### src/rtl/cpu_pkg.sv
// Shared fetch-side constants and the fetch sequencer state type.
// Latency: n/a. Backpressure: n/a.
package cpu_pkg;

   localparam int ADDR_W = 8;
   localparam int DATA_W = 16;
   localparam int CNT_W  = 16;

   localparam logic [ADDR_W-1:0] RESET_PC  = '0;
   localparam logic [DATA_W-1:0] HALT_WORD = 16'hFFFF;

   typedef enum logic {
      RUN    = 1'b0,
      HALTED = 1'b1
   } fetch_state_t;

endpackage

### src/rtl/pc_reg.sv
// Program counter: advances past the issued address (optionally a load target), wraps mod 2^ADDR_W.
// Latency: 1 cycle from Advance to new Pc. Backpressure: holds whenever Advance is low.
module pc_reg
   import cpu_pkg::*;
(
   input  logic              Clk,
   input  logic              Rst,
   input  logic              Advance,
   input  logic              Load,
   input  logic [ADDR_W-1:0] Load_Pc,
   output logic [ADDR_W-1:0] Pc
);

   logic [ADDR_W-1:0] base;

   assign base = Load ? Load_Pc : Pc;

   always_ff @(posedge Clk) begin
      if (Rst) begin
         Pc <= RESET_PC;
      end else if (Advance) begin
         Pc <= base + ADDR_W'(1);
      end
   end

endmodule

### src/rtl/fetch_ctrl.sv
// Instruction-fetch sequencer: owns the PC, drives a registered ROM, hands words+PC to decode.
// Latency: word issued in cycle t is on Instr with Instr_Valid in t+1. Backpressure: Stall freezes fetch, Redirect overrides it.
module fetch_ctrl
   import cpu_pkg::*;
(
   input  logic              Clk,
   input  logic              Rst,
   input  logic              Stall,
   input  logic              Redirect,
   input  logic [ADDR_W-1:0] Redirect_Pc,
   output logic              Rom_En,
   output logic [ADDR_W-1:0] Rom_Addr,
   input  logic [DATA_W-1:0] Rom_Data,
   output logic [DATA_W-1:0] Instr,
   output logic [ADDR_W-1:0] Instr_Pc,
   output logic              Instr_Valid,
   output logic              Halted,
   output logic [CNT_W-1:0]  Fetch_Cnt
);

   fetch_state_t      state_q;
   fetch_state_t      state_d;
   logic              halt_hit;
   logic              issue;
   logic [ADDR_W-1:0] pc;

   pc_reg u_pc_reg (
      .Clk     (Clk),
      .Rst     (Rst),
      .Advance (issue),
      .Load    (Redirect),
      .Load_Pc (Redirect_Pc),
      .Pc      (pc)
   );

   always_ff @(posedge Clk) begin
      if (Rst) begin
         state_q <= RUN;
      end else begin
         state_q <= state_d;
      end
   end

   always_comb begin
      state_d  = state_q;
      halt_hit = 1'b0;
      issue    = 1'b0;
      case (state_q)
         RUN: begin
            // A HALT word is only consumed when decode actually takes it.
            halt_hit = Instr_Valid && (Rom_Data == HALT_WORD) && !Stall && !Redirect;
            issue    = Redirect || (!Stall && !halt_hit);
            if (halt_hit) begin
               state_d = HALTED;
            end
         end
         HALTED: begin
            issue = Redirect;
            if (Redirect) begin
               state_d = RUN;
            end
         end
         default: begin
            state_d = RUN;
         end
      endcase
   end

   assign Rom_En   = issue && !Rst;
   assign Rom_Addr = Redirect ? Redirect_Pc : pc;
   assign Instr    = Rom_Data;
   assign Halted   = (state_q == HALTED);

   always_ff @(posedge Clk) begin
      if (Rst) begin
         Instr_Pc    <= '0;
         Instr_Valid <= 1'b0;
         Fetch_Cnt   <= '0;
      end else if (issue) begin
         Instr_Pc    <= Rom_Addr;
         Instr_Valid <= 1'b1;
         if (Fetch_Cnt != '1) begin
            Fetch_Cnt <= Fetch_Cnt + CNT_W'(1);
         end
      end else if (halt_hit) begin
         Instr_Valid <= 1'b0;
      end
   end

endmodule

### config.mk
export PLATFORM = sky130hd
export DESIGN_NAME = fetch_ctrl
export DESIGN_NICKNAME = d
export VERILOG_FILES = /design/src/rtl/cpu_pkg.sv /design/src/rtl/pc_reg.sv /design/src/rtl/fetch_ctrl.sv
export SDC_FILE = /design/constraint.sdc
export NUM_CORES = 1
export LEC_CHECK = 0
export CORE_MARGIN = 5
export CORE_UTILIZATION = 30
export CTS_CLUSTER_DIAMETER = 200
export DETAILED_ROUTE_END_ITERATION = 10
export DONT_BUFFER_PORTS = 1
export PLACE_DENSITY = 0.46
export SYNTH_ARGS = -nofsm -noshare
export SYNTH_HDL_FRONTEND = slang
export SYNTH_SLANG_ARGS = --single-unit
### constraint.sdc
create_clock -name Clk -period 5.1 [get_ports Clk]
set_clock_uncertainty 0.15 [all_clocks]
set_input_delay 0.765 -clock Clk [delete_from_list [all_inputs] [get_ports Clk]]
set_output_delay 0.765 -clock Clk [all_outputs]
set_load 0.03 [all_outputs]
; ---- After elaboration in Yosys (flattened, before gate mapping)
; Cells that the tools add are included.
[word_totals]
inputBits = 28
ff_bits = 34
elab_cells = 30
output_inout_bits = 51
[op_classes]
reduce_logical = 12
n_mux = 8
n_addsub = 2
eq_ne = 2
n_bitwise = 1
[ops]
columns = op, count
row1 = 16-bit by 1-bit adder with 16-bit output (second input constant), 1
row2 = 16-bit == test (second input constant), 1
row3 = 16-bit != test (second input constant), 1
row4 = 8-bit by 1-bit adder with 8-bit output (second input constant), 1
row5 = 8-bit two-way mux, 1
row6 = 1-bit logical AND, 5
row7 = 1-bit two-way mux, 5
row8 = 1-bit logical NOT, 4
row9 = 1-bit one-hot mux with 2 select lines, 2
row10 = 2-bit AND reduction, 1
row11 = 2-bit nonzero test, 1
row12 = 1-bit logical OR, 1
row13 = 1-bit NOT, 1

; ---- Depth between registers and ports, before layout
[logic_depth]
word_depth = 9
depth_mapped = 10
depth_no_buf = 8

; ---- Modules after synthesis
; Synthesis repeated with hierarchy kept, for this count alone.
[unflattened]
hier_cells = 260
hier_area_um2 = 2152.1
[modules_own_cells]
columns = mod, cells_per_inst, instances, area_per_inst_um2
row1 = fetch_ctrl, 180, 1, 1512.7
row2 = pc_reg, 80, 1, 639.4

; ---- Worst setup path after synthesis
; Ideal clock, no wire load.
[synth_timing]
kind = input to output
start = input Rom_Data[15]
end = output Rom_En
path_slack_ns = 2.247
arrival_ns = 1.938
path_buffers = 2
cell_stages = 5
path_cell_list = and3_1 a41o_1 buf_2 buf_2 nor2_1
[synth_between]
elab_chain_len = 9
[synth_lines]
columns = item, line_no
row1 = from (decl), fetch_ctrl.sv:13  ; input logic [DATA_W-1:0] Rom_Data,
row2 = 16-bit == test, fetch_ctrl.sv:51  ; halt_hit = Instr_Valid && (Rom_Data == HALT_WORD) && !Stall && !Redirect;
row3 = 1-bit logical AND (3 in a row), fetch_ctrl.sv:51
row4 = 1-bit logical NOT, fetch_ctrl.sv:52  ; issue = Redirect || (!Stall && !halt_hit);
row5 = 1-bit logical AND, fetch_ctrl.sv:52
row6 = 1-bit logical OR, fetch_ctrl.sv:52
row7 = 1-bit one-hot mux with 2 select lines, fetch_ctrl.sv:48  ; case (state_q)
row8 = 1-bit logical AND, fetch_ctrl.sv:69  ; assign Rom_En = issue && !Rst;
row9 = to (decl), fetch_ctrl.sv:11  ; output logic Rom_En,
; Every way passes these cells.

; ---- Final worst setup path
; Same ends and word-level chain as after synthesis.

==> results.cfg <==
[status]
status = completed

[routing]
antenna_left = 0
first_pass_iters = 4
drt_wl_total_um = 4685
vias = 1568
drcViolationCount = 0
drt_iter0_markers = 62
wl_per_cell_um = 15.77
avgViaCountPerCell = 5.279

[critical_path]
crit_slowest_cell = nor2_1
r2r_start = Fetch_Cnt[0]
crit_path_max_incr_delay_ps = 440
crit_chain = and3_1 -> a41o_1 -> nor2_1
rr_worst_depth = 6
path_max_fanout = 3
cp-end-kind = output port
worstPathRequired_ps = 4180
r2r_end = Fetch_Cnt[13]
crit_type = in -> out
ff2ff_setup_slack_ps = 2610
startpoint_type = primary input
arrival_ps = 1630

[final_layout]
antennaDiodeCount = 0
syn_to_final_growth_pct = 1.042
nets = 249
drive_above_1_share = 0.1045
fill_cells = 683
fin_area_um2 = 1942
final_cells = 297
layout_commonest_cell = dfxtp_1
final_cell_mix = 34 x dfxtp_1, 26 x nor2_1, 23 x nand2_1

[worst_hold_path]
min_path_type = reg -> reg
worstHoldPathCells = 2
hold_path_end = u_pc_reg.Pc[7]
hp-start = u_pc_reg.Pc[7]

[logic_synthesis]
syn_inst = 238
synth.distinct_cells = 35
syn_area_per_cell_um2 = 8.075
yosysSeqAreaShare = 0.3542
synth_nets = 268
yosys_warnings = 0
synth_area_um2 = 1922
ys_ff_latch = 34

[sta]
relSlewSlack = 0.6240
drv_slew = 0
fin_ws_ps = 2556
fmax_ghz = 0.3931
post-route-period-util = 0.4988
worstMarginPinSlew_ps = 561.9
setup_viol = 0
rsz0062_at_grt = false
setup_tns_ps = 0
final.min_clock_period_ps = 2544
finalHoldViolCount = 0

[flow_run]
cap_violations = 0

[global_routing]
antenna_found_initial = 0
grt_start_max_net_pins = 44
grt_pass1_vias = 1530
grt_usage = 0.1164
grt_pass1_wl_um = 7907
gr-total-overflow = 0

[cts]
numCtsBuffers = 5
cts_tree = yes
clk_latency_ps = 290
cts_hold_buffers = 0
clkSinkCount = 34
cts_resized = 0
clockBufferDepth = 2
htree_levels = 2
clk_pin_slew_ps = 70
cts_setup_buffers = 0
clock-root-buffer = clkbuf_8

[die]
core_um2 = 6277
die_w_um = 90.04
start_util = 0.3062
io_pins = 79
num_rows = 29
fp.dieH_um = 90.04
die_area_um2 = 8107

[place]
place.gp.congestion = 0.7074
dp_hpwl_um = 3325
postPlaceCellArea_um2 = 1856
port_buffers = 0
place_ws_ps = 2553
placedCellCount = 289

[power_and_ir_drop]
irDropWorstVdd_uv = 121.3
p_per_area_nw_per_um2 = 291.5
p_int_uw = 396.2
clockPowerShare = 0.353
comb_power_share = 0.109
p_seq_frac = 0.538
swShare = 0.3002
p_switching_uw = 170.0
leakage_uw = 0.0007229
-- how the worst max path moves through the flow --
stage	start	to	cells after the start
3_5_place_dp	Rom_Data[1]	Rom_En	4
6_report	Rom_Data[15]	Rom_En	3
4_1_cts	Instr_Valid	Rom_En	4
3_3_place_gp	Rom_Data[1]	Rom_En	4
5_1_grt	Fetch_Cnt[0]	Fetch_Cnt[13]	6
2_1_floorplan	Rom_Data[15]	Rom_En	5
-- Yosys cell counts, drive strengths merged --
| master | n | area, um2 |
|---|---|---|
| dfxtp | 34 | 680.7 |
| nor2 | 28 | 110.1 |
| buf | 24 | 173.9 |
| nand2 | 23 | 86.33 |
| a21oi | 16 | 80.08 |
| inv | 10 | 37.54 |
| mux2 | 9 | 101.4 |
| nand3 | 9 | 45.04 |
| a211oi | 8 | 60.06 |
| nand4 | 8 | 56.30 |
| mux2i | 7 | 70.07 |
| nor2b | 7 | 43.79 |
| nor4 | 7 | 50.05 |
| nor3 | 6 | 30.03 |
| o21ai | 6 | 30.03 |
| clkbuf | 5 | 18.77 |
| o31ai | 5 | 37.54 |
| or4 | 5 | 37.54 |
| xnor2 | 5 | 43.79 |
| and3 | 3 | 18.77 |
| ha | 2 | 25.02 |
| nand3b | 2 | 15.01 |
| nand4b | 2 | 17.52 |
| or3 | 2 | 12.51 |
| a22oi | 1 | 7.510 |
| a31oi | 1 | 6.260 |
| a41o | 1 | 10.01 |
| a41oi | 1 | 8.760 |
| nor3b | 1 | 7.510 |
-- worst max-delay path: cells and delay by family --
family             cells  cell delay (ps)
AOI/OAI and AO/OA      1              230
and+or+nand+nor        2              640
-- per-layer routing --
layer  global-route usage  wire, um  vias up
met5                    0         0        -
met4              0.03722        56        0
met3              0.05342       416        6
met2               0.1817      2145       48
met1               0.1420      2066      728
li1                     -         -      786
-- power groups by stage --
stage / combinational (uW) / clock, uW / sequential (uW)
floorplan: 84.4 / 0 / 307
detailed placement: 62.8 / 0 / 311
global placement: 62.3 / 0 / 310
finish: 61.9 / 200 / 304
global route: 69.9 / 225 / 306
CTS: 62.9 / 211 / 304
-- per-stage QoR --
stage / util / hold slack [ps] / power, uW
floorplan: - / 281.3 / 391.1
global placement: 0.2956 / 285.9 / 372.8
detailed placement: 0.2956 / 291.3 / 373.4
CTS: 0.3093 / 302.7 / 578.0
global route: 0.3093 / 335.4 / 600.8
finish: 0.3093 / 297.4 / 566.1
-- sequential cells by signal (all words and copies together) (netlist names) --
name	cells
u_pc_reg.Pc	8
Instr_Valid	1
Fetch_Cnt	16
Instr_Pc	8
Halted	1
-- area by class of cell --
type                       count  area [um2]  share of cell area
timing repair buffer           3       22.52             0.01160
clock buffer                   6       72.57             0.03737
tap                           77       96.34             0.04961
clock inverter                 2       13.76            0.007088
multi-input combinational    165        1018              0.5245
sequential                    34       680.7              0.3505
inverter                      10       37.54             0.01933
-- cell families (layout without fill, tap and decap cells) --
family / count (synthesis) / count (layout) / share of synthesized area
xor+xnor: 5 / 5 / 0.02279
buf+inv: 39 / 21 / 0.1198
fa+ha+maj: 2 / 2 / 0.01302
simple gates: 103 / 103 / 0.2760
flops: 34 / 34 / 0.3542
mux: 16 / 16 / 0.08920
compound gates: 39 / 39 / 0.1250
(Power assumes the default switching activity.)
